File: config.mk
export PLATFORM = sky130hd
export DESIGN_NAME = sys_bus_initiator_flat
export DESIGN_NICKNAME = d
export VERILOG_FILES = /design/src/rtl/sys_bus_initiator_if.sv /design/src/rtl/sys_bus_initiator.sv /design/src/flat_wrapper.sv
export SDC_FILE = /design/constraint.sdc
export NUM_CORES = 1
export LEC_CHECK = 0
export BUFFER_PORTS_ARGS = -buffer_cell sky130_fd_sc_hd__buf_2
export CAP_MARGIN = 20
export CORE_MARGIN = 2
export CORE_UTILIZATION = 30
export DETAILED_ROUTE_END_ITERATION = 10
export SLEW_MARGIN = 20
export SYNTH_ARGS = -nofsm -noshare
export SYNTH_HDL_FRONTEND = slang
export SYNTH_SLANG_ARGS = --single-unit
File: constraint.sdc
create_clock -name clk_i -period 5.77 [get_ports clk_i]
set_input_delay 1.4425 -clock clk_i [delete_from_list [all_inputs] [get_ports clk_i]]
set_output_delay 1.4425 -clock clk_i [all_outputs]
set_load 0.05 [all_outputs]
File: src/rtl/sys_bus_initiator_if.sv
// ---------------------------------------------------------------------------
// sys_bus_initiator_if
//
// Purpose:
//   Bundles every handshake and bus signal of the system-bus initiator so the
//   initiator and its surroundings connect through one port. Clock and reset
//   stay outside the bundle as plain ports.
//
// Signal groups (names keep the initiator's point of view: _i = into the
// initiator, _o = out of the initiator):
//   cmd_*  : command port (valid/ready). The initiator accepts one command at
//            a time.
//   rsp_*  : response port (valid/ready). The response is held until it is
//            consumed.
//   sys_*  : system register bus. It carries one-cycle wen/ren strobes and is
//            terminated by ack or err.
//
// Modports:
//   master : the initiator itself.
//   slave  : the environment, i.e. the command source, the response sink and
//            the register slaves.
// ---------------------------------------------------------------------------
interface sys_bus_initiator_if #(
    parameter int AW = 32
);
    logic          cmd_valid_i;
    logic          cmd_ready_o;
    logic          cmd_write_i;
    logic [AW-1:0] cmd_addr_i;
    logic [31:0]   cmd_wdata_i;
    logic [3:0]    cmd_sel_i;

    logic          rsp_valid_o;
    logic          rsp_ready_i;
    logic [31:0]   rsp_rdata_o;
    logic          rsp_err_o;
    logic          rsp_timeout_o;

    logic [AW-1:0] sys_addr_o;
    logic [31:0]   sys_wdata_o;
    logic [3:0]    sys_sel_o;
    logic          sys_wen_o;
    logic          sys_ren_o;
    logic [31:0]   sys_rdata_i;
    logic          sys_err_i;
    logic          sys_ack_i;

    modport master (
        input  cmd_valid_i, cmd_write_i, cmd_addr_i, cmd_wdata_i, cmd_sel_i,
        output cmd_ready_o,
        output rsp_valid_o, rsp_rdata_o, rsp_err_o, rsp_timeout_o,
        input  rsp_ready_i,
        output sys_addr_o, sys_wdata_o, sys_sel_o, sys_wen_o, sys_ren_o,
        input  sys_rdata_i, sys_err_i, sys_ack_i
    );

    modport slave (
        output cmd_valid_i, cmd_write_i, cmd_addr_i, cmd_wdata_i, cmd_sel_i,
        input  cmd_ready_o,
        input  rsp_valid_o, rsp_rdata_o, rsp_err_o, rsp_timeout_o,
        output rsp_ready_i,
        input  sys_addr_o, sys_wdata_o, sys_sel_o, sys_wen_o, sys_ren_o,
        output sys_rdata_i, sys_err_i, sys_ack_i
    );
endinterface

File: src/rtl/sys_bus_initiator.sv
// ---------------------------------------------------------------------------
// sys_bus_initiator
//
// Purpose:
//   System-bus master. It turns a single command from a valid/ready port into
//   exactly one sys_* bus transaction, using a one-cycle wen or ren strobe.
//   It then waits for sys_ack/sys_err, or gives up after TIMEOUT cycles, and
//   returns the outcome on a valid/ready response port. Local sequencers
//   (self-test, LED/expansion scripts) use it to reach the house-keeping and
//   peripheral register slaves without going through the PS bus.
//
// Parameters:
//   TIMEOUT : number of cycles waited after the strobe before aborting.
//             Legal range is 1..65535.
//   AW      : address width.
//
// Ports:
//   clk_i   : clock.
//   rstn_i  : asynchronous, active-low reset. Asserting it drops any
//             transaction in flight, and no response is produced for it.
//   bus     : sys_bus_initiator_if.master, which carries the cmd_*, rsp_* and
//             sys_* signals.
//   busy_o  : high whenever the initiator is not idle.
//
// Sequence:
//   IDLE -> ISSUE -> WAIT -> RESP -> IDLE.
//   With a one-cycle responder the timing is:
//     - command accepted in cycle T,
//     - strobe in T+1,
//     - ack in T+2,
//     - rsp_valid in T+3.
//   This gives one transaction every four cycles when rsp_ready_i is held
//   high.
// ---------------------------------------------------------------------------
module sys_bus_initiator #(
    parameter int TIMEOUT = 255,
    parameter int AW      = 32
) (
    input  logic                clk_i,
    input  logic                rstn_i,
    sys_bus_initiator_if.master bus,
    output logic                busy_o
);

    localparam logic [1:0] S_IDLE  = 2'd0;
    localparam logic [1:0] S_ISSUE = 2'd1;
    localparam logic [1:0] S_WAIT  = 2'd2;
    localparam logic [1:0] S_RESP  = 2'd3;

    // The counter is just wide enough to hold TIMEOUT itself.
    localparam int              CW          = $clog2(TIMEOUT + 1);
    localparam logic [CW-1:0]   TIMEOUT_CNT = CW'(TIMEOUT);

    logic [1:0]    state;
    logic [CW-1:0] wait_cnt;
    logic [CW-1:0] wait_cnt_inc;

    logic          write_q;
    logic [AW-1:0] addr_q;
    logic [31:0]   wdata_q;
    logic [3:0]    sel_q;
    logic          wen_q;
    logic          ren_q;

    logic [31:0]   rsp_rdata_q;
    logic          rsp_err_q;
    logic          rsp_timeout_q;

    logic          bus_done;

    // wait_cnt_inc is the number of WAIT cycles including the current one.
    // The timeout fires when it reaches TIMEOUT. An ack in that same last
    // cycle still takes priority over the timeout.
    assign wait_cnt_inc = wait_cnt + CW'(1);
    assign bus_done     = bus.sys_ack_i | bus.sys_err_i;

    // Main sequencer.
    //  - The strobe is registered on acceptance, so it is high for exactly the
    //    single ISSUE cycle.
    //  - ack/err are only looked at in WAIT. Anything seen in IDLE, ISSUE or
    //    RESP is a stray and is dropped.
    //  - The address, write data and byte select are left untouched after
    //    completion; only a new command or reset changes them.
    always_ff @(posedge clk_i or negedge rstn_i) begin
        if (!rstn_i) begin
            state         <= S_IDLE;
            wait_cnt      <= '0;
            write_q       <= 1'b0;
            addr_q        <= '0;
            wdata_q       <= '0;
            sel_q         <= '0;
            wen_q         <= 1'b0;
            ren_q         <= 1'b0;
            rsp_rdata_q   <= '0;
            rsp_err_q     <= 1'b0;
            rsp_timeout_q <= 1'b0;
        end else begin
            case (state)
                S_IDLE: begin
                    if (bus.cmd_valid_i) begin
                        write_q <= bus.cmd_write_i;
                        addr_q  <= bus.cmd_addr_i;
                        wdata_q <= bus.cmd_wdata_i;
                        sel_q   <= bus.cmd_sel_i;
                        wen_q   <= bus.cmd_write_i;
                        ren_q   <= ~bus.cmd_write_i;
                        state   <= S_ISSUE;
                    end
                end

                S_ISSUE: begin
                    wen_q    <= 1'b0;
                    ren_q    <= 1'b0;
                    wait_cnt <= '0;
                    state    <= S_WAIT;
                end

                S_WAIT: begin
                    if (bus_done) begin
                        // A completed read returns the slave's data. Writes
                        // and errored accesses return zero.
                        rsp_rdata_q   <= (!write_q && !bus.sys_err_i) ? bus.sys_rdata_i : 32'd0;
                        rsp_err_q     <= bus.sys_err_i;
                        rsp_timeout_q <= 1'b0;
                        state         <= S_RESP;
                    end else if (wait_cnt_inc == TIMEOUT_CNT) begin
                        rsp_rdata_q   <= 32'd0;
                        rsp_err_q     <= 1'b1;
                        rsp_timeout_q <= 1'b1;
                        state         <= S_RESP;
                    end else begin
                        // The state is left before wait_cnt can reach
                        // TIMEOUT, so the counter never wraps.
                        wait_cnt <= wait_cnt_inc;
                    end
                end

                S_RESP: begin
                    if (bus.rsp_ready_i) begin
                        state <= S_IDLE;
                    end
                end

                default: begin
                    state <= S_IDLE;
                end
            endcase
        end
    end

    assign bus.cmd_ready_o   = (state == S_IDLE);
    assign bus.rsp_valid_o   = (state == S_RESP);
    assign bus.rsp_rdata_o   = rsp_rdata_q;
    assign bus.rsp_err_o     = rsp_err_q;
    assign bus.rsp_timeout_o = rsp_timeout_q;

    assign bus.sys_addr_o    = addr_q;
    assign bus.sys_wdata_o   = wdata_q;
    assign bus.sys_sel_o     = sel_q;
    assign bus.sys_wen_o     = wen_q;
    assign bus.sys_ren_o     = ren_q;

    assign busy_o            = (state != S_IDLE);

endmodule

File: src/flat_wrapper.sv
// flat-port wrapper written by rule: the top's interface ports become plain ports
module sys_bus_initiator_flat 
#(
    parameter int TIMEOUT = 255,
    parameter int AW      = 32
)
  (clk_i, rstn_i, busy_o, bus_cmd_valid_i, bus_cmd_write_i, bus_cmd_addr_i, bus_cmd_wdata_i, bus_cmd_sel_i, bus_cmd_ready_o, bus_rsp_valid_o, bus_rsp_rdata_o, bus_rsp_err_o, bus_rsp_timeout_o, bus_rsp_ready_i, bus_sys_addr_o, bus_sys_wdata_o, bus_sys_sel_o, bus_sys_wen_o, bus_sys_ren_o, bus_sys_rdata_i, bus_sys_err_i, bus_sys_ack_i);
  sys_bus_initiator_if #(.AW(AW)) bus_i ();
  input  logic clk_i;
  input  logic rstn_i;
  output logic busy_o;
  input wire logic [$bits(bus_i.cmd_valid_i)-1:0] bus_cmd_valid_i;
  input wire logic [$bits(bus_i.cmd_write_i)-1:0] bus_cmd_write_i;
  input wire logic [$bits(bus_i.cmd_addr_i)-1:0] bus_cmd_addr_i;
  input wire logic [$bits(bus_i.cmd_wdata_i)-1:0] bus_cmd_wdata_i;
  input wire logic [$bits(bus_i.cmd_sel_i)-1:0] bus_cmd_sel_i;
  output wire logic [$bits(bus_i.cmd_ready_o)-1:0] bus_cmd_ready_o;
  output wire logic [$bits(bus_i.rsp_valid_o)-1:0] bus_rsp_valid_o;
  output wire logic [$bits(bus_i.rsp_rdata_o)-1:0] bus_rsp_rdata_o;
  output wire logic [$bits(bus_i.rsp_err_o)-1:0] bus_rsp_err_o;
  output wire logic [$bits(bus_i.rsp_timeout_o)-1:0] bus_rsp_timeout_o;
  input wire logic [$bits(bus_i.rsp_ready_i)-1:0] bus_rsp_ready_i;
  output wire logic [$bits(bus_i.sys_addr_o)-1:0] bus_sys_addr_o;
  output wire logic [$bits(bus_i.sys_wdata_o)-1:0] bus_sys_wdata_o;
  output wire logic [$bits(bus_i.sys_sel_o)-1:0] bus_sys_sel_o;
  output wire logic [$bits(bus_i.sys_wen_o)-1:0] bus_sys_wen_o;
  output wire logic [$bits(bus_i.sys_ren_o)-1:0] bus_sys_ren_o;
  input wire logic [$bits(bus_i.sys_rdata_i)-1:0] bus_sys_rdata_i;
  input wire logic [$bits(bus_i.sys_err_i)-1:0] bus_sys_err_i;
  input wire logic [$bits(bus_i.sys_ack_i)-1:0] bus_sys_ack_i;
  assign bus_i.cmd_valid_i = bus_cmd_valid_i;
  assign bus_i.cmd_write_i = bus_cmd_write_i;
  assign bus_i.cmd_addr_i = bus_cmd_addr_i;
  assign bus_i.cmd_wdata_i = bus_cmd_wdata_i;
  assign bus_i.cmd_sel_i = bus_cmd_sel_i;
  assign bus_cmd_ready_o = bus_i.cmd_ready_o;
  assign bus_rsp_valid_o = bus_i.rsp_valid_o;
  assign bus_rsp_rdata_o = bus_i.rsp_rdata_o;
  assign bus_rsp_err_o = bus_i.rsp_err_o;
  assign bus_rsp_timeout_o = bus_i.rsp_timeout_o;
  assign bus_i.rsp_ready_i = bus_rsp_ready_i;
  assign bus_sys_addr_o = bus_i.sys_addr_o;
  assign bus_sys_wdata_o = bus_i.sys_wdata_o;
  assign bus_sys_sel_o = bus_i.sys_sel_o;
  assign bus_sys_wen_o = bus_i.sys_wen_o;
  assign bus_sys_ren_o = bus_i.sys_ren_o;
  assign bus_i.sys_rdata_i = bus_sys_rdata_i;
  assign bus_i.sys_err_i = bus_sys_err_i;
  assign bus_i.sys_ack_i = bus_sys_ack_i;
  sys_bus_initiator #(.TIMEOUT(TIMEOUT), .AW(AW)) u_core (.clk_i(clk_i), .rstn_i(rstn_i), .bus(bus_i), .busy_o(busy_o));
endmodule
# Word level (Yosys, flattened, before mapping)
# Cells that the tools add are included.
# word_totals
ff_bits	115
inputBits	107
out_inout_bits	107
# classes
add_sub_neg	1
n_eq_ne	9
mux	18
bitwise_logic	2
n_reduce_logical	13
# ops
op	n
$mux W32	3
$mux W8	2
$pmux W8 S2	1
$add A8 B1 Y8 const B	1
$eq A8 B8 Y1 const B	1
$mux W2	4
$pmux W2 S4	1
$reduce_bool A2 Y1	4
$ne A2 B2 Y1 const B	3
$reduce_and A2 Y1	3
$reduce_and A3 Y1	2
$mux W1	5
$eq A2 B2 Y1 const B	2
$pmux W1 S2	2
$ne A3 B1 Y1 const B	1
$eq A2 B1 Y1 const B	1
$logic_not A1 Y1	2
$logic_not A2 Y1	1
$ne A2 B1 Y1 const B	1
$logic_and A1 B1 Y1	1
$not A1 Y1	1
$or A1 B1 Y1	1

# Longest topological paths before layout
# Gate-level depths: netlist (run 1).
# depth
word_depth	5
ltp_mapped	8

# Worst setup path after synthesis (run 1)
# OpenSTA, ideal clock, no wires.
# synth_path
path_kind	register to output
startpoint	register u_core.state[0]
endpoint	output busy_o
arrival_time_ns	1.442
path_slack_ns	2.886
path_stages_with_launch	5
path_buffers	1
cell_sequence	dfrtp_1 -> inv_1 -> ha_1 -> clkbuf_1 -> inv_1
# synth_via
elab_chain_len	1
# synth_lines
element	line	source
from (decl)	sys_bus_initiator.sv:54	logic [1:0] state;
from (signal assigned)	sys_bus_initiator.sv:86	state <= S_IDLE;
from (signal assigned)	sys_bus_initiator.sv:107	state <= S_ISSUE;
from (signal assigned)	sys_bus_initiator.sv:115	state <= S_WAIT;
$reduce_bool A2 Y1	sys_bus_initiator.sv:163	assign busy_o = (state != S_IDLE);
to (decl)	flat_wrapper.sv:11	output logic busy_o;
# No other way between the ends.

# Worst setup path after layout (run 1)
# layout_path
startpoint	register u_core.state[1]
endpoint	output bus_cmd_ready_o
# layout_via
elab_chain_len	1
# layout_lines
element	line	source
$logic_not A2 Y1	sys_bus_initiator.sv:151	assign bus.cmd_ready_o = (state == S_IDLE);
to (decl)	flat_wrapper.sv:17	output wire logic [$bits(bus_i.cmd_ready_o)-1:0] bus_cmd_ready_o;
# No other way between the ends.

==> results of run 1 <==
-- path summary, 6_finish.rpt --
path / from / to / slack (ns) / cells after the start
hold reg to reg: u_core.bus.rsp_rdata_o[28] / u_core.bus.rsp_rdata_o[28] / 0.49 / 1
hold / removal: u_core.bus.rsp_rdata_o[28] / u_core.bus.rsp_rdata_o[28] / 0.49 / 1
min in group asynchronous: rstn_i / u_core.bus.sys_addr_o[26] / 0.95 / 1
setup reg to reg: u_core.wait_cnt[0] / u_core.bus.rsp_rdata_o[29] / 2.91 / 6
max in group asynchronous: rstn_i / u_core.bus.rsp_rdata_o[23] / 3.68 / 3
setup / recovery: u_core.state[1] / bus_cmd_ready_o / 2.71 / 3
-- cell families after synthesis --
| group | Yosys count | share of synthesized area [%] |
|---|---|---|
| xor+xnor | 1 | 0.188 |
| flops | 115 | 61.8 |
| mux | 71 | 17.2 |
| compound gates | 64 | 11.7 |
| simple gates | 42 | 4.70 |
| fa+ha+maj | 6 | 1.61 |
| buf+inv | 29 | 2.85 |
-- layout by cell type (no fill, tap or decap), drive strengths merged, types with 2 or more instances in the layout --
master    n
buf     216
dfrtp   115
mux2     70
a22o     37
clkbuf   22
nand2    12
inv       9
nor2      8
o21ai     8
ha        6
a21oi     5
bufinv    5
nand3     4
nand4     3
or4       3
clkinv    3
nor2b     2
nand2b    2
o31ai     2
nor4      2
o221ai    2
o21a      2
nor3      2
-- area by class of cell --
cell class,count,area (um2),area share [%]
Clock inverter,9,176,2.69
Sequential cell,115,2880,43.8
Inverter,9,33.8,0.515
Clock buffer,22,474,7.22
Tap cell,188,235,3.58
Timing Repair Buffer,216,1110,16.9
Multi-Input combinational cell,184,1660,25.2
-- state kept, by name (all words and copies together), names as in the netlist --
name,cells
u_core.bus.rsp_rdata_o,32
u_core.bus.sys_addr_o,32
u_core.bus.sys_wdata_o,32
u_core.wait_cnt,8
u_core.bus.sys_sel_o,4
u_core.state,2
u_core.bus.rsp_err_o,1
u_core.bus.rsp_timeout_o,1
u_core.bus.sys_ren_o,1
u_core.bus.sys_wen_o,1
u_core.write_q,1
-- layer usage --
metal | global-route usage, % | vias to the layer above
met5 | 0 | -
met4 | 6.52 | 0
met3 | 4.28 | 18
met2 | 21.8 | 145
met1 | 16.3 | 1700
li1 | - | 1628
-- worst register-to-register path, stage by stage (launching register included) --
cell and delay [ns]:
dfrtp_1 0.45, ha_1 0.30, nand2b_1 0.18, or4_4 0.43, a2111oi_4 0.71, o21ai_4 0.35, a22o_2 0.32
-- per-stage QoR --
step / setup WS, ns / cell area [um2] / cells / hold slack (ns)
after global placement: 2.84 / 5890 / 711 / 0.476
after global routing: 2.61 / 6570 / 743 / 0.505
after CTS: 2.69 / 6540 / 742 / 0.495
after detailed placement: 2.82 / 5890 / 711 / 0.477
after floorplan: 2.89 / 4650 / 328 / 0.481
final: 2.71 / 6570 / 743 / 0.491
==> results.md, run 1 <==
- Max Transition Viols Final: 0
- Final design utilization: 43.2%
- Number of synthesized flops with an enable pin: 0
- Proportion of layout cells with a drive suffix above 1: 59.1%
- WL final: around 11000 um
- Hold Violations, Final: 0
- Most common flop cell mapped by yosys: dfrtp_1
- Met1 layer wirelength in the final routing: 4750 um
- Residual DRC count: 0
- Cell Area, Synth: 4650 um2
- Run status: completed
- Post-synth top area cell: dfrtp_1
- Antenna violations before repair: 0
- Number of distinct standard cells referenced by the synthesized netlist: 41
- GRT overflow: 0
- Worst slew pin tran: 0.925 ns
- Wire length on met2: ~5600 um
- Syn. warnings: 0
- Input/output buffers: 213
- Mapped Avg Cell Area: 14.2 um2
- Peak Freq: 0.327 GHz
- Largest net degree at the start of global routing: 78
- CP Data Required Time: roughly 4.3 ns
- # hold bufs at CTS: 0
- X dimension of the die: 129 um
- Post-Synthesis Net Count: 441
- CP Launch Type: flop
- Post-CTS Resized: 0
- Final critical path time including I/O delays and setup: approximately 3.1 ns
- Kind of critical path: flop to primary output
- Worst-skew pair later-pin latency: 0.41 ns
- # IOs: 214
- #FFs+latches synth: 115
- Diode insertion count for antenna repair: 0
- Effective utilization at floorplan: a little under a third
- Number of nets in the layout: 656
- CTS clk-pin slew, worst paths: ~0.05 ns
- Fill cell count: 1430
- Root buffer selected by CTS: clkbuf_16
- Most instantiated library cell after synthesis: dfrtp_1
- Vertical extent of the die: 129 um
- Cell type of the slowest stage on the worst timing path: dfrtp_1
- Core box area: 15200 um2
- Number of global-route vias before repair: 3432
- Via density per instance: 4.70
- CP endpoint kind: primary output
- Final antenna-violating net count: 0
- Setup TNS: 0 ns
- Largest delay share family, worst path: buffers and inverters
- Detailed Routing Iterations Pass 1: 4
- Critical path arrival: 1.62 ns
- Cell count after synthesis: ~330
- Top cell type's share of synthesized area: 61.8%
- CP max FO: 8
- Maximum Capacitance Violations: 0
- Full die area: 16500 um2
- Total met3 wirelength after detailed routing: between 700 and 800 um
- Ordered list of cells on the worst path: inv_1 > ha_1 > buf_2
- Clock Sinks: 115
- Overall global routing resource usage: 13.5%
- CTS tree: done
- Max Clock Skew: 0.00973 ns
- Number of placement rows: 45
- Largest buffer count on any clock path: 2
- Final Cycle Share: 53.1%
- Half-perimeter wire length after placement: 7930 um
- Drt first-iter violations: 118
- Final number of setup-violating endpoints: 0
- Largest incremental delay on the critical path: around 0.4 ns
- Part of the Yosys area used for sequential elements: 61.8%
- First-pass GRT wire length: 17200 um
- Worst Hold Class: flop to flop
- Worst relative slew slack: 38.4%
- Average routed wire per standard cell: 15.2 um
- Most area-consuming cells after synthesis: dfrtp_1 (62%), mux2_2 (17%), a22o_1 (6.6%)
- Most frequent cells after synthesis: dfrtp_1 (115), mux2_2 (70), a22o_1 (35)
- Buffers and inverters on the worst path: 2
- Highest routed layer: met4
- Layout Area Growth over Synthesis: 41.0%
- Placer congestion estimate: 0.758
- Unrepaired setup endpoints after global routing: no
- Total via count in the routed design: roughly 3500
- Total clock buffers created by CTS: 17
- Post-synthesis async set-or-reset flop share: 100%
- H-tree level count: 4
- Post CTS Setup Buffer Count: 0
Power of run 1 is left out: the tool's default activity adds up to more than one toggle a clock period on the data nets, which glitch-free logic cannot reach.
==> run 2: changes to the inputs <==
--- a/config.mk
+++ b/config.mk
@@ -5,6 +5,7 @@
 export SDC_FILE = /design/constraint.sdc
 export NUM_CORES = 1
 export LEC_CHECK = 0
+export ABC_AREA = 1
 export BUFFER_PORTS_ARGS = -buffer_cell sky130_fd_sc_hd__buf_2
 export CAP_MARGIN = 20
 export CORE_MARGIN = 2
==> constraint.sdc (replaced) <==
create_clock -name clk_i -period 3.1 [get_ports clk_i]
set_input_delay 0.775 -clock clk_i [delete_from_list [all_inputs] [get_ports clk_i]]
set_output_delay 0.775 -clock clk_i [all_outputs]
set_load 0.05 [all_outputs]
==> results.md, run 2 <==
- Run status: completed
- Maximum resistive drop on vdd: about 630 uV
- Effective utilization at floorplan: 30.5% (-0.13 points)
- Placer congestion estimate: 0.842 (+11%)
- Number of nets in the layout: 884 (+35%)
- H-tree level count: 4 (unchanged)
- Core box area: 15800 um2 (+4.1%)
- Critical register-to-register path startpoint: u_core.wait_cnt[0]
- Total via count in the routed design: 4234 (+21%)
- Crit Reg-Reg Endpoint: u_core.bus.rsp_rdata_o[1]
- Most frequent cells after synthesis: nand2_1 (302), dfrtp_1 (115), clkbuf_1 (19)
- Post-Synthesis Net Count: 669 (+52%)
- Unrepaired setup endpoints after global routing: no
- Via density per instance: 4.23 (-9.9%)
- Hold Violations, Final: 0 (unchanged)
- Worst relative slew slack: 49.6% (+11 points)
- Residual DRC count: 0 (unchanged)
- WL final: 12400 um (+9.6%)
- Most instantiated library cell after synthesis: nand2_1
- Final Cycle Share: 74.6%
- Setup TNS: 0 ns (unchanged)
- Worst Hold Class: input port to async pin
- Fill cell count: 1625 (+14%)
- Peak Freq: 0.432 GHz
- CP endpoint kind: primary output
- FF-to-FF setup slack: 0.90 ns (-2.01 ns)
- Final antenna-violating net count: 0 (unchanged)
- # IOs: 214 (unchanged)
- Max Transition Viols Final: 0 (unchanged)
- Largest buffer count on any clock path: 2 (unchanged)
- Syn. warnings: 0 (unchanged)
- Commonest non-fill, non-tap cell in the layout: nand2_1
- First-pass GRT wire length: 19600 um (+14%)
- Number of global-route vias before repair: 3982 (+16%)
- Post CTS Setup Buffer Count: 0 (unchanged)
- #FFs+latches synth: 115 (unchanged)
- Origin of the worst setup path: u_core.state[0]
- X dimension of the die: 131 um (+1.8%)
- Most area-consuming cells after synthesis: dfrtp_1 (60%), nand2_1 (23%), o21ai_2 (2.4%)
- Clock Sinks: 115 (unchanged)
- Largest incremental delay on the critical path: 0.39 ns (about the same)
- CP Launch Type: flop
- Vertical extent of the die: 131 um (+1.8%)
- Worst slew pin tran: 0.756 ns (-0.169 ns)
- Top cell type's share of synthesized area: 59.6% (-2.2 points)
- Crit path top cell by count: inv_1
- Final critical path time including I/O delays and setup: 2.31 ns
- Diode insertion count for antenna repair: 0 (unchanged)
- Post-synth top area cell: dfrtp_1
- Average routed wire per standard cell: 12.4 um (-19%)
- CTS clk-pin slew, worst paths: 0.05 ns (about the same)
- Full die area: 17100 um2 (+3.6%)
- CP max FO: 4 (-4)
- Antenna violations before repair: 1 (+1)
- Number of placement rows: 46 (+2.2%)
- Worst hold margin: 0.306 ns (-0.185 ns)
- Cell Area, Synth: 4830 um2 (+3.7%)
- Proportion of layout cells with a drive suffix above 1: 36.2% (-23 points)
- Power Density: 1280 nW/um2
- CP Data Required Time: 2.32 ns (-2.01 ns)
- Total clock buffers created by CTS: 17 (unchanged)
- Layout Area Growth over Synthesis: 38.9%
- Detailed Routing Iterations Pass 1: 4 (unchanged)
- Root buffer selected by CTS: clkbuf_16
- GRT overflow: 0 (unchanged)
- Cell type of the slowest stage on the worst timing path: dfrtp_1
- Maximum Capacitance Violations: 0 (unchanged)
- Leakage Power: 3.74 nW
- Most common flop cell mapped by yosys: dfrtp_1
- Number of distinct standard cells referenced by the synthesized netlist: 24 (-41%)
- Drt first-iter violations: 213 (+81%)
- Worst-skew pair later-pin latency: 0.41 ns (about the same)
- Ordered list of cells on the worst path: inv_1 > ha_1 > inv_1 > buf_2
- Post-synthesis async set-or-reset flop share: 100% (unchanged)
- Final number of setup-violating endpoints: 0 (unchanged)
- Mapped Avg Cell Area: 8.68 um2 (-39%)
- Half-perimeter wire length after placement: 8670 um (+9.3%)
- Worst Reg-to-Reg Cells: 11 (+5)
- Max Clock Skew: 0.00994 ns (+0.000208 ns)
- # hold bufs at CTS: 0 (unchanged)
- CTS tree: done
- Commonest cells after routing, fill and taps aside: nand2_1 (301), buf_2 (212), dfrtp_1 (115)
- Cell count after synthesis: 556 (+70%)
- Largest net degree at the start of global routing: 73 (-6.4%)
- Post-CTS Resized: 0 (unchanged)
- Critical path arrival: 1.54 ns (-0.08 ns)
- Number of synthesized flops with an enable pin: 0 (unchanged)
- Input/output buffers: 213 (unchanged)
- Overall global routing resource usage: 14.7% (+1.2 points)
- Part of the Yosys area used for sequential elements: 59.6% (-2.2 points)
- Kind of critical path: flop to primary output
run 2: cell types whose count changed in the layout (fill, tap and decap cells not counted), moves of 7 or more:
| cell | before | now |
|---|---|---|
| o21ai_1 | 0 | 18 |
| nand2_2 | 0 | 11 |
| a22o_1 | 35 | 0 |
| nand3_1 | 4 | 11 |
| mux2_2 | 70 | 0 |
| o21ai_2 | 0 | 13 |
| nand2_1 | 11 | 301 |
run 2: critical path: cells and delay by family (launching register included):
kind                     cells  cell delay, ns
flip-flops                   1            0.39
buffers and inverters        3            0.51
adder cells (fa/ha/maj)      1            0.24
run 2: cell families after synthesis:
group,share of synthesized area [%]
simple gates,29.5
flops,59.6
buf+inv,4.07
compound gates,5.29
fa+ha+maj,1.56
run 2: worst max-delay path by stage:
stage	to	cells after the start
final	busy_o	4
after global routing	busy_o	4
after CTS	busy_o	4
after detailed placement	u_core.bus.rsp_rdata_o[1]	11
after global placement	u_core.wait_cnt[1]	8
after floorplan	u_core.bus.sys_wdata_o[10]	8
run 2: area by class of cell:
type | instances | area [um2] | area share (%)
clock inverters | 12 | 133 | 1.98
inverters | 17 | 63.8 | 0.952
well taps | 216 | 270 | 4.03
flip-flops and latches | 115 | 2880 | 42.9
repair buffers | 221 | 1140 | 17.0
clock buffers | 20 | 457 | 6.81
multi-input cells | 399 | 1760 | 26.3
run 2: per-stage QoR:
stage	total power (W)	worst slack, ns	cells	utilization [%]	instance area [um2]
6_report	0.00855	0.786	1000	42.3	6700
5_1_grt	0.00906	0.651	1000	42.3	6700
4_1_cts	0.00866	0.747	1000	42.3	6700
3_5_place_dp	0.00669	0.922	968	38.6	6110
3_3_place_gp	0.00666	0.892	968	38.6	6110
2_1_floorplan	0.00567	0.957	556	-	4830
run 2: routing by layer:
| metal | GRT usage [%] | wire [um] |
|---|---|---|
| met5 | 0 | 0 |
| met2 | 22.2 | 5600 |
| met4 | 5.32 | 179 |
| met3 | 6.56 | 1070 |
| met1 | 18.7 | 5520 |
run 2: where the power goes:
group | total, W | internal [W] | switching (W) | leakage, nW
Clock | 0.00193 | 0.00122 | 0.000709 | 0.282
Combinational | 0.00417 | 0.000886 | 0.00328 | 1.97
Sequential | 0.00246 | 0.00212 | 0.000337 | 1.48
(Power assumes the default switching activity.)
